[src/rtl/core_bus_arbiter_pkg.sv]
// Shared bus types for the core-to-cache arbiter: ibus/dbus/cbus structs,
// memory size/length/burst encodings and the arbiter state/grant enums.
package core_bus_arbiter_pkg;

    localparam int ADDR_W = 32;
    localparam int DATA_W = 64;
    localparam int STRB_W = 8;

    typedef enum logic [2:0] {
        MSIZE1 = 3'd0,
        MSIZE2 = 3'd1,
        MSIZE4 = 3'd2,
        MSIZE8 = 3'd3
    } msize_t;

    typedef enum logic [3:0] {
        MLEN1  = 4'd0,
        MLEN2  = 4'd1,
        MLEN4  = 4'd3,
        MLEN8  = 4'd7,
        MLEN16 = 4'd15
    } mlen_t;

    typedef enum logic [1:0] {
        AXI_BURST_FIXED = 2'd0,
        AXI_BURST_INCR  = 2'd1,
        AXI_BURST_WRAP  = 2'd2
    } axi_burst_t;

    typedef enum logic [1:0] {
        IDLE = 2'd0,
        BUSY = 2'd1,
        DONE = 2'd2
    } arb_state_t;

    typedef enum logic {
        SEL_IBUS = 1'b0,
        SEL_DBUS = 1'b1
    } arb_sel_t;

    typedef struct packed {
        logic              valid;
        logic [ADDR_W-1:0] addr;
    } ibus_req_t;

    typedef struct packed {
        logic              addr_ok;
        logic              data_ok;
        logic [DATA_W-1:0] data;
    } ibus_resp_t;

    typedef struct packed {
        logic              valid;
        logic [ADDR_W-1:0] addr;
        msize_t            size;
        logic [STRB_W-1:0] strobe;
        logic [DATA_W-1:0] data;
    } dbus_req_t;

    typedef struct packed {
        logic              addr_ok;
        logic              data_ok;
        logic [DATA_W-1:0] data;
    } dbus_resp_t;

    typedef struct packed {
        logic              valid;
        logic              is_write;
        msize_t            size;
        logic [ADDR_W-1:0] addr;
        logic [STRB_W-1:0] strobe;
        logic [DATA_W-1:0] data;
        mlen_t             len;
        axi_burst_t        burst;
    } cbus_req_t;

    typedef struct packed {
        logic              ready;
        logic              last;
        logic [DATA_W-1:0] data;
    } cbus_resp_t;

    // A data-bus request is a write as soon as any byte lane is enabled.
    function automatic logic strobe_is_write(input logic [STRB_W-1:0] strobe);
        return |strobe;
    endfunction

endpackage

[src/rtl/core_bus_arbiter_convert.sv]
// Combinational translation of the selected fetch or memory-stage request
// into a single-beat cache-bus request.
module bus_req_convert
    import core_bus_arbiter_pkg::*;
#(
    parameter mlen_t CBUS_LEN = MLEN1
) (
    input  ibus_req_t i_ireq,
    input  dbus_req_t i_dreq,
    input  arb_sel_t  i_sel,
    output cbus_req_t o_creq
);

    // Build the cache-bus request for whichever port is selected.
    always_comb begin
        o_creq       = '0;
        o_creq.valid = 1'b1;
        o_creq.len   = CBUS_LEN;
        o_creq.burst = AXI_BURST_FIXED;
        case (i_sel)
            SEL_DBUS: begin
                o_creq.is_write = strobe_is_write(i_dreq.strobe);
                o_creq.size     = i_dreq.size;
                o_creq.addr     = i_dreq.addr;
                o_creq.strobe   = i_dreq.strobe;
                o_creq.data     = i_dreq.data;
            end
            SEL_IBUS: begin
                o_creq.is_write = 1'b0;
                o_creq.size     = MSIZE4;
                o_creq.addr     = i_ireq.addr;
                o_creq.strobe   = {STRB_W{1'b0}};
                o_creq.data     = {DATA_W{1'b0}};
            end
            default: begin
                o_creq.valid = 1'b0;
            end
        endcase
    end

endmodule

[src/rtl/core_bus_arbiter.sv]
// Two-port arbiter merging the fetch and memory-stage buses onto one cache
// bus, one single-beat transaction in flight, completion routed to the winner.
module core_bus_arbiter
    import core_bus_arbiter_pkg::*;
#(
    parameter logic  DBUS_FIXED_PRIO = 1'b1,
    parameter mlen_t CBUS_LEN        = MLEN1
) (
    input  logic       clk,
    input  logic       rst,
    input  ibus_req_t  ireq,
    output ibus_resp_t iresp,
    input  dbus_req_t  dreq,
    output dbus_resp_t dresp,
    output cbus_req_t  creq,
    input  cbus_resp_t cresp
);

    arb_state_t        r_state,      w_state_nxt;
    arb_sel_t          r_grant_sel,  w_grant_sel_nxt;
    arb_sel_t          r_last_grant, w_last_grant_nxt;
    cbus_req_t         r_creq,       w_creq_nxt;
    logic [DATA_W-1:0] r_rdata,      w_rdata_nxt;
    arb_sel_t          w_sel;
    cbus_req_t         w_conv;

    bus_req_convert #(
        .CBUS_LEN(CBUS_LEN)
    ) u_convert (
        .i_ireq (ireq),
        .i_dreq (dreq),
        .i_sel  (w_sel),
        .o_creq (w_conv)
    );

    // Pick the winner among the ports requesting in this cycle.
    always_comb begin
        w_sel = SEL_IBUS;
        if (ireq.valid && dreq.valid) begin
            if (DBUS_FIXED_PRIO) begin
                w_sel = SEL_DBUS;
            end else if (r_last_grant == SEL_DBUS) begin
                w_sel = SEL_IBUS;
            end else begin
                w_sel = SEL_DBUS;
            end
        end else if (dreq.valid) begin
            w_sel = SEL_DBUS;
        end else begin
            w_sel = SEL_IBUS;
        end
    end

    // Transaction sequencing; r_creq doubles as the latched request.
    always_comb begin
        w_state_nxt      = r_state;
        w_grant_sel_nxt  = r_grant_sel;
        w_last_grant_nxt = r_last_grant;
        w_creq_nxt       = r_creq;
        w_rdata_nxt      = r_rdata;
        case (r_state)
            IDLE: begin
                if (ireq.valid || dreq.valid) begin
                    w_state_nxt      = BUSY;
                    w_grant_sel_nxt  = w_sel;
                    w_last_grant_nxt = w_sel;
                    w_creq_nxt       = w_conv;
                end else begin
                    w_creq_nxt = '0;
                end
            end
            BUSY: begin
                // Ready without last is not a completion for a single-beat request.
                if (cresp.ready && cresp.last) begin
                    w_state_nxt = DONE;
                    w_rdata_nxt = cresp.data;
                    w_creq_nxt  = '0;
                end else begin
                    w_creq_nxt = r_creq;
                end
            end
            DONE: begin
                w_state_nxt = IDLE;
            end
            default: begin
                w_state_nxt = IDLE;
                w_creq_nxt  = '0;
            end
        endcase
    end

    // State and latched-request registers.
    always_ff @(posedge clk) begin
        if (rst) begin
            r_state      <= IDLE;
            r_grant_sel  <= SEL_IBUS;
            r_last_grant <= SEL_IBUS;
            r_creq       <= '0;
            r_rdata      <= {DATA_W{1'b0}};
        end else begin
            r_state      <= w_state_nxt;
            r_grant_sel  <= w_grant_sel_nxt;
            r_last_grant <= w_last_grant_nxt;
            r_creq       <= w_creq_nxt;
            r_rdata      <= w_rdata_nxt;
        end
    end

    assign creq = r_creq;

    // Completion pulse goes to the granted port only, and only if it still wants it.
    always_comb begin
        iresp = '0;
        dresp = '0;
        if (r_state == DONE && r_grant_sel == SEL_IBUS && ireq.valid) begin
            iresp.addr_ok = 1'b1;
            iresp.data_ok = 1'b1;
            iresp.data    = r_rdata;
        end else if (r_state == DONE && r_grant_sel == SEL_DBUS && dreq.valid) begin
            dresp.addr_ok = 1'b1;
            dresp.data_ok = 1'b1;
            dresp.data    = r_rdata;
        end else begin
            iresp = '0;
            dresp = '0;
        end
    end

endmodule

[config.mk]
export PLATFORM = sky130hd
export DESIGN_NAME = core_bus_arbiter
export DESIGN_NICKNAME = d
export VERILOG_FILES = /design/src/rtl/core_bus_arbiter_pkg.sv /design/src/rtl/core_bus_arbiter_convert.sv /design/src/rtl/core_bus_arbiter.sv
export SDC_FILE = /design/constraint.sdc
export NUM_CORES = 1
export LEC_CHECK = 0
export ABC_AREA = 1
export CORE_AREA = 10 10 168 170
export CTS_BUF_LIST = sky130_fd_sc_hd__clkbuf_4 sky130_fd_sc_hd__clkbuf_8
export CTS_CLUSTER_SIZE = 16
export DETAILED_ROUTE_END_ITERATION = 10
export DIE_AREA = 0 0 178 180
export GPL_TIMING_DRIVEN = 0
export PLACE_DENSITY = 0.67
export SLEW_MARGIN = 15
export SYNTH_ARGS = -nofsm -noshare
export SYNTH_HDL_FRONTEND = slang
export SYNTH_SLANG_ARGS = --single-unit
[constraint.sdc]
create_clock -name clk -period 1.87 [get_ports clk]
set_input_delay 0.374 -clock clk [delete_from_list [all_inputs] [get_ports clk]]
set_output_delay 0.374 -clock clk [all_outputs]
set_load 0.1 [all_outputs]
# Yosys cells after proc, flatten, opt, wreduce, memory -nomap -nowiden
# Index checks and enable logic that the tools add are counted.
# W data, S select, Z words.
# word_totals
output_inout_bits,247
inputBits,209
register_bits,182
elab_cells,43
# classes
n_reduce_logical,13
n_eq_ne,4
bitwise,3
n_mux,12
# ops
operator,n
$pmux W115 S3,1
$mux W115,2
$pmux W108 S2,1
$mux W66,3
$reduce_and A2 Y1,4
$reduce_or A8 Y1,1
$logic_and A1 B1 Y1,6
$mux W2,2
$ne A2 B2 Y1 const B,2
$pmux W2 S2,1
$not A1 Y1,3
$eq A2 B1 Y1 const B,1
$eq A2 B2 Y1 const B,1
$logic_not A2 Y1,1
$mux W1,2
$logic_or A1 B1 Y1,1

# Logic depth before layout (Yosys ltp)
# Gate-level depths: netlist of run 1.
# depth
depth_word,6
ltp_mapped,8
ltp_nobuf,5

# Modules after synthesis
# Synthesis of run 1 repeated with hierarchy kept, for this count alone.
# unflattened
cells_unflattened,1759
area_unflattened_um2,9973.3
# modules_own_cells
mod,area_each_um2,instances,cells_per_inst,seq_area_each_um2
core_bus_arbiter,8800.9,1,1481,3643.5
bus_req_convert,1172.4,1,278,0.0

# Worst setup path after synthesis of run 1
# Ideal clock, no wire load.
# synth_timing
path_kind,input to output
startpoint,input port dreq[107] in the netlist's numbering
endpoint,output port dresp[55] in the netlist's numbering
t_required_ns,1.496
cell_stages,5
arrival_time_ns,2.187
path_buffers,3
slack_ns,-0.691
path_cell_list,buf_2 > nand3_1 > buf_2 > buf_2 > nor2_1
# synth_rtl
element,line_no,source
from (decl),core_bus_arbiter.sv:13,"input dbus_req_t dreq,"
to (decl),core_bus_arbiter.sv:14,"output dbus_resp_t dresp,"

==> results of run 1 <==
## through the flow
stage	setup TNS [ns]	total power [mW]	worst slack [ns]	hold slack [ns]
after CTS	-32.85	9.58	-0.338	0.397
after global routing	-34.32	9.90	-0.351	0.427
final	-23.94	9.53	-0.274	0.424
after global placement	-152.35	6.69	-1.39	0.447
after detailed placement	-154.75	6.70	-1.39	0.453
after floorplan	-22.24	5.72	-0.288	0.444
## worst paths after layout
path / startpoint / to / slack, ns / cells past startpoint
worst max-delay path: r_state[0] / iresp[65] / -0.27 / 9
worst min-delay path: dreq[107] / creq[84] / 0.42 / 5
worst max register to register: r_state[1] / r_rdata[39] / 0.28 / 7
worst min register to register: creq[7] / creq[7] / 0.46 / 2
## logic make-up after synthesis
| kind of cell | synth area share (%) |
|---|---|
| other | 0.0508 |
| flip-flops | 47.7 |
| AO/OA/AOI/OAI | 12.0 |
| buffers and inverters | 9.59 |
| AND/OR/NAND/NOR | 30.6 |
## flip-flops by register name (all words and copies together) (netlist names)
name         flops
creq           109
r_rdata         64
r_state          2
r_grant_sel      1
## timing repair
item                                    in CTS  in global routing
endpoints found under the setup margin     241                132
gates cloned                                 4                  3
buffers inserted                             8                  3
gates resized for setup                   1610                 60
pin swaps                                    4                 10
## final cells by class
cell class | instances | area [um2]
Timing Repair Buffer | 463 | 6180
Sequential cell | 176 | 3530
Inverter | 72 | 280
Buffer | 86 | 634
Antenna cell | 3 | 7.51
Clock inverter | 13 | 178
Tap cell | 330 | 413
Fill cell | 2047 | 9280
Clock buffer | 18 | 241
Multi-Input combinational cell | 770 | 4150
## routing by layer
metal / up-vias / track usage (%)
met1: 4192 / 23.7
met2: 393 / 41.2
met3: 63 / 9.89
met5: - / 0
met4: 0 / 9.07
li1: 4363 / -
## power breakdown
part           internal, mW  total, mW  switching (mW)
registers              3.93       4.03           0.105
logic                 0.808       2.61            1.80
clock network          1.37       2.88            1.51
total                  6.10       9.53            3.42
## critical path: stages, from the launching register on
cell and delay, ns:
dfxtp_2 0.35, inv_2 0.04, nand2_4 0.06, inv_4 0.05
nand2_4 0.10, buf_12 0.17, buf_12 0.14, clkinvlp_4 0.12
buf_12 0.14, buf_12 0.15
## cell usage in the layout (no fill, tap or decap), types with 3 or more instances in the layout
master,synthesis,final
nand2_1,414,412
clkdlybuf4s50_1,0,205
a21oi_1,175,175
dfxtp_1,176,173
buf_12,0,144
nor2_4,0,126
clkdlybuf4s15_2,0,109
inv_1,70,65
nand3_1,34,33
buf_2,44,32
clkbuf_1,25,23
buf_4,15,19
clkbuf_8,0,17
nor2_1,136,7
conb_1,1,6
clkbuf_16,0,5
inv_2,2,4
buf_6,0,4
inv_6,0,4
diode_2,0,3
clkinvlp_4,0,3
nor2_2,0,3
buf_1,3,3
bufinv_16,0,3
buf_8,0,3
dfxtp_2,0,3
==> impl_metrics.ini, run 1 <==
[run_status]
status = finished with violations
failed_checks = negative setup slack

[sta]
max_freq_ghz = 0.466
finalCritPeriodShare_pct = 115
min_period_ns = 2.14
skew_ns = 0.0175
relSlewSlack_pct = 39.9
worst_slew_pin_slew_ns = 0.901
maxSlewViolCount = 0
setup_violations = 132
worst_slack_ns = -0.274
hold_viol = 0
rsz0062_at_grt = yes

[routing]
route.met3.wl_um = 4320
ant_nets = 0
vias = 9011
wl_met1_um = 14200
top_layer_used = met4
viasPerCell = 4.67
totalWireLength_um = 40100
drtIter0Drc = 497
dr.pass1.iters = 5
routed-wl-met2_um = 20200
route.detailed.drc = 0
wl_per_cell_um = 20.8

[clock_network]
cts_hold_buf = 0
clk_latency_ns = 0.46
ctsRootBufferMaster = clkbuf_8
numCtsBuffers = 17
cts_max_path_buffers = 2
clk_pin_slew_ns = 0.08
cts_sinks = 176
htreeDepth = 4
cts_tree = yes

[layout]
fin_area_um2 = 15600
nNetsFinal = 1795
drive_above_1_share_pct = 30.8
finalNonFillerCells = 1931
syn2layout_area_growth_pct = 111
final_util_pct = 62.7

[floorplanning]
start_util_pct = 29.7
die_h_um = 180
die-area_um2 = 32000
die-width_um = 178
core_area_um2 = 24900
fp-row-count = 58
boundaryPins = 456

[synth]
synth_largest_area_cell = dfxtp_1
synth_common_cells = nand2_1 (414), dfxtp_1 (176), a21oi_1 (175)
synth_top_area_share_pct = 47.7
yosysUniqueCellTypes = 17
synth_warnings = 0
yosysSeqAreaShare_pct = 47.7
netlist_area_um2 = 7380
yosysMostFrequentCell = nand2_1
ys.flop_type = dfxtp_1
synthCells = 1100
synth_edf_count = 0
ys_seq_elements = 176
async_flop_share_pct = 0
postSynthAreaPerCell_um2 = 6.71
synth_area_leaders = dfxtp_1 (48%), nand2_1 (21%), a21oi_1 (12%), nor2_1 (6.9%), inv_1 (3.6%)

[power]
p_leak_nw = 5.49
power_density_nw_per_um2 = 610
vdd_ir_drop_max_v = 0.000490

[place]
hpwl_um = 29200
routabilityCongestion = 0.832
place_inst = 1882
io_buffers = 447
postPlaceCellArea_um2 = 12900

[grt]
gr-total-overflow = 0
antenna_found_initial = 4
grt_max_degree = 17
grt_pass1_wl_um = 57800
grt_pass1_vias = 9403
grt_usage_pct = 23.3

[critical_path]
crit_required_ns = 1.50
cp_max_fo = 6
crit_path_start_kind = flop
arrival_ns = 1.77
path_class = reg2out
endpoint_kind = primary output

[run]
max_cap_violations = 0

[min_path]
min_path_type = in2reg
Note: power is estimated with default switching activity, not from simulation.
==> inputs of run 2 (changes only) <==
--- a/config.mk
+++ b/config.mk
@@ -6,13 +6,13 @@
 export NUM_CORES = 1
 export LEC_CHECK = 0
 export ABC_AREA = 1
-export CORE_AREA = 10 10 168 170
+export CORE_AREA = 10 10 169 171
 export CTS_BUF_LIST = sky130_fd_sc_hd__clkbuf_4 sky130_fd_sc_hd__clkbuf_8
 export CTS_CLUSTER_SIZE = 16
 export DETAILED_ROUTE_END_ITERATION = 10
-export DIE_AREA = 0 0 178 180
+export DIE_AREA = 0 0 179 181
 export GPL_TIMING_DRIVEN = 0
-export PLACE_DENSITY = 0.67
+export PLACE_DENSITY = 0.66
 export SLEW_MARGIN = 15
 export SYNTH_ARGS = -nofsm -noshare
 export SYNTH_HDL_FRONTEND = slang
==> constraint.sdc (replaced) <==
create_clock -name clk -period 2.6 [get_ports clk]
set_input_delay 0.52 -clock clk [delete_from_list [all_inputs] [get_ports clk]]
set_output_delay 0.52 -clock clk [all_outputs]
set_load 0.1 [all_outputs]
==> run 2 against run 1 <==
Effect of this change:
- the flow now finishes without violations
- total power fell by 29%
- non-clock buffer count fell by 15
- combinational power fell by 30%
- largest cell class unchanged
==> impl_metrics.ini, run 2 (synthesized netlist as in run 1, its figures left out) <==
[sta]
finalCritPeriodShare_pct = 98.0
worst_slew_pin_slew_ns = 1.10
relSlewSlack_pct = 27.3
worst_slack_ns = 0.0532
maxSlewViolCount = 0
setup_violations = 0
min_period_ns = 2.55
timing.setup.tns_ns = 0
max_freq_ghz = 0.393
rsz0062_at_grt = yes
skew_ns = 0.0181
hold_viol = 0

[critical_path]
cp_max_fo = 2
crit_path_start_kind = flop
cp.buffers_inverters = 1
cpMaxStageDelayCell = clkdlybuf4s50_1
slowest_delay_ns = 1.17
arrival_ns = 2.03
path_class = reg2out
crit_required_ns = 2.08
endpoint_kind = primary output
cpLargestDelayFamily = buffers and inverters
crit_chain = clkdlybuf4s50_1

[grt]
grt_max_degree = 20
grt_pass1_wl_um = 53200
gr-total-overflow = 0
grt_usage_pct = 21.4
grt_pass1_vias = 8797
antenna_found_initial = 2

[power]
power_mw = 6.78
vdd_ir_drop_max_v = 0.000315
power_density_nw_per_um2 = 526
p_leak_nw = 4.99

[layout]
mostFrequentLayoutCell = nand2_1
drive_above_1_share_pct = 19.6
final_cell_mix = nand2_1 (414), clkdlybuf4s50_1 (304), a21oi_1 (175), dfxtp_1 (174), buf_4 (86)
syn2layout_area_growth_pct = 74.6
nNetsFinal = 1780
largest_reg_flops = 109
n_fill_cell = 2548
finalNonFillerCells = 1916
final_util_pct = 51.5

[clock_network]
cts_max_path_buffers = 2
cts_tree = yes
cts_hold_buf = 0
cts_setup_buffers = 0
ctsRootBufferMaster = clkbuf_8
clk_latency_ns = 0.47
numCtsBuffers = 17
cts_sinks = 176
htreeDepth = 4
clk_pin_slew_ns = 0.11

[run_status]
status = completed

[run]
max_cap_violations = 0

[min_path]
min_path_type = reg2reg

[routing]
viasPerCell = 4.50
ant_nets = 0
drtIter0Drc = 373
vias = 8627
dr.pass1.iters = 5
wl_per_cell_um = 18.9
totalWireLength_um = 36200
route.detailed.drc = 0

[floorplanning]
core_area_um2 = 25000
boundaryPins = 456
die-width_um = 179
die_h_um = 181
start_util_pct = 29.5
die-area_um2 = 32400
fp-row-count = 58

[place]
routabilityCongestion = 0.892
hpwl_um = 29300
io_buffers = 447
place_inst = 1882
pre_cts_ws_ns = -1.14
## run 2: changes by cell type in the layout (fill, tap and decap cells not counted), sizes merged, moves of 2 or more
cell | before | now
buf | 206 | 193
clkinvlp | 3 | 1
clkdlybuf4s18 | 0 | 2
clkinv | 3 | 7
clkdlybuf4s50 | 205 | 304
dlymetal6s2s | 0 | 4
clkdlybuf4s15 | 109 | 0
inv | 76 | 78
dlygate4sd2 | 1 | 7
clkbuf | 46 | 41
bufinv | 3 | 1
## run 2: area by class of cell
cell class	instances	area, um2	area share, %
Timing Repair Buffer	447	4380	34.0
Sequential cell	176	3530	27.4
Multi-Input combinational cell	770	3390	26.3
Buffer	87	472	3.66
Tap cell	330	413	3.20
Inverter	72	270	2.10
Clock buffer	17	234	1.82
Clock inverter	15	196	1.52
Antenna cell	2	5.00	0.0388
## run 2: per-stage QoR
stage	area [um2]	hold WS [ns]
floorplan	7580	0.444
global placement	12500	0.446
detailed placement	12500	0.453
CTS	12800	0.468
global route	12900	0.483
finish	12900	0.463
## run 2: worst paths after layout
check / startpoint / endpoint / slack (ns) / cells past startpoint
min reg2reg: creq[84] / creq[84] / 0.46 / 2
max: creq[78] / creq[78] / 0.05 / 1
max reg2reg: r_state[1] / creq[44] / 1.13 / 5
min: creq[84] / creq[84] / 0.46 / 2
## run 2: where the power goes
part	internal (mW)	total [mW]	switching [mW]
registers	2.83	2.90	0.0708
logic	0.588	1.84	1.26
clock network	0.828	2.04	1.21
total	4.24	6.78	2.53
## run 2: repair_timing
action,4_1_cts,5_1_grt
resized for setup,852,32
pin swaps,0,0
endpoints found under the setup margin,138,62
cloned,0,0
## run 2: routing by layer
metal	part of all wire, %	wire (um)	up-vias	track usage [%]
li1	-	-	4333	-
met1	38	13800	3914	22.9
met2	49	17800	333	37.8
met3	10	3670	47	7.88
met4	2.6	929	0	6.85
met5	0	0	-	0
==> inputs of run 3 (changes only) <==
--- a/config.mk
+++ b/config.mk
@@ -11,7 +11,6 @@
 export CTS_CLUSTER_SIZE = 16
 export DETAILED_ROUTE_END_ITERATION = 10
 export DIE_AREA = 0 0 179 181
-export GPL_TIMING_DRIVEN = 0
 export PLACE_DENSITY = 0.66
 export SLEW_MARGIN = 15
 export SYNTH_ARGS = -nofsm -noshare
==> run 3 against run 2 <==
Effect of this change:
- design area is 8.0% higher
- final cell count shrank 3.2%
- count of clock-buffer cells in the layout rose by 1
- setup slack gained 0.050 ns
- utilization up 4.1 points
==> impl_metrics.ini, run 3 (synthesized netlist as in run 1, its figures left out) <==
[sta]
setup_violations = 0
max_freq_ghz = 0.400
min_period_ns = 2.50
finalCritPeriodShare_pct = 96.0
skew_ns = 0.0205
worst_slack_ns = 0.103
maxSlewViolCount = 0
hold_viol = 0
rsz0062_at_grt = yes
timing.setup.tns_ns = 0

[routing]
vias = 8450
drtIter0Drc = 441
ant_nets = 0
wl_per_cell_um = 18.8
viasPerCell = 4.56
dr.pass1.iters = 5
totalWireLength_um = 34800
route.detailed.drc = 0

[critical_path]
r2r_setup_slack_ns = 1.09
cpMaxStageDelayCell = clkdlybuf4s50_1
cp_max_fo = 27
endpoint_kind = primary output
arrival_ns = 1.98
crit_required_ns = 2.08
critPathMostFrequentCell = buf_12
crit_chain = clkdlybuf4s50_1, inv_1, nor2_1, nand2_4, buf_12, nor2_2, buf_12
path_class = in2out
slowest_delay_ns = 0.46
crit_path_start_kind = input pin

[floorplanning]
fp-row-count = 58
boundaryPins = 456
start_util_pct = 29.5
die-width_um = 179
core_area_um2 = 25000
die-area_um2 = 32400
die_h_um = 181

[layout]
mostFrequentLayoutCell = nand2_1
fin_area_um2 = 13900
drive_above_1_share_pct = 25.5
finalNonFillerCells = 1854
syn2layout_area_growth_pct = 88.6
final_cell_mix = nand2_1 (413), clkdlybuf4s50_1 (207), a21oi_1 (175), dfxtp_1 (174), buf_12 (144)
nNetsFinal = 1719
largest_reg_flops = 109

[clock_network]
ctsRootBufferMaster = clkbuf_8
clk_latency_ns = 0.46
cts_max_path_buffers = 2
clk_pin_slew_ns = 0.10
cts_tree = yes
cts_hold_buf = 0
numCtsBuffers = 17
cts_sinks = 176
htreeDepth = 4

[grt]
antenna_found_initial = 1
gr-total-overflow = 0
grt_max_degree = 74
grt_pass1_vias = 8266
grt_usage_pct = 20.4
grt_pass1_wl_um = 50700

[place]
pre_cts_ws_ns = 0.0710
postPlaceCellArea_um2 = 13400
place_inst = 1819
hpwl_um = 27200
io_buffers = 449
routabilityCongestion = 0.881

[power]
vdd_ir_drop_max_v = 0.000430
p_leak_nw = 5.30
power_density_nw_per_um2 = 479

[min_path]
min_path_type = in2reg

[run]
max_cap_violations = 0

[run_status]
status = completed
-- run 3: changes by cell type in the layout (fill, tap and decap cells not counted), moves of 3 or more --
cell             delta
nor2_4              -4
buf_12            +141
clkinv_8            -3
buf_2              -44
buf_1               -3
dlymetal6s2s_1      -4
buf_4              +34
clkdlybuf4s50_1    -97
buf_6              -54
dlygate4sd2_1       -7
nor2_2              +5
clkbuf_1           -23
-- run 3: final cells by class --
class | count | area [um2]
timing repair buffer | 473 | 5890
multi-input combinational | 770 | 3400
tap | 330 | 413
fill | 2280 | 11100
inverter | 72 | 270
clock inverter | 14 | 166
sequential | 176 | 3530
clock buffer | 18 | 248
antenna | 1 | 2.50
-- run 3: report_power, final --
part / internal (mW) / total [mW] / switching, mW
clock network: 0.838 / 1.99 / 1.15
registers: 2.83 / 2.90 / 0.0739
logic: 0.558 / 1.78 / 1.23
total: 4.22 / 6.67 / 2.45
-- run 3: worst max-delay path: cells and delay by family --
family | cells | cell delay, ns
and+or+nand+nor | 3 | 0.48
buffers and inverters | 4 | 0.95
-- run 3: final timing paths --
kind	startpoint	end	depth (start not counted)
worst max-delay path	ireq[32]	iresp[44]	7
worst min-delay path	rst	creq[98]	2
worst max register to register	r_state[1]	creq[91]	6
worst min register to register	creq[100]	creq[100]	2
-- run 3: stage by stage --
stage                     total power, mW  hold slack, ns  util (%)
after floorplan                      4.10           0.444         -
after global placement               4.74           0.448      53.7
after detailed placement             4.75           0.453      53.7
after CTS                            6.76           0.378      55.5
after global routing                 6.96           0.388      55.6
final                                6.67           0.406      55.6
-- run 3: per-layer routing --
layer | GRT usage (%) | up-vias | routed length [um]
met5 | 0 | - | 0
met2 | 35.6 | 330 | 17400
met4 | 6.29 | 0 | 906
li1 | - | 4202 | -
met3 | 8.78 | 36 | 3800
met1 | 21.4 | 3882 | 12700
-- run 3: repair_timing --
| item | in CTS | in global routing |
|---|---|---|
| setup endpoints to repair | 64 | 51 |
| buffers inserted | 0 | 1 |
| pin swaps | 0 | 0 |
| resized for setup | 7 | 4 |
| cloned | 1 | 0 |
| endpoints found under the hold margin | 0 | 0 |
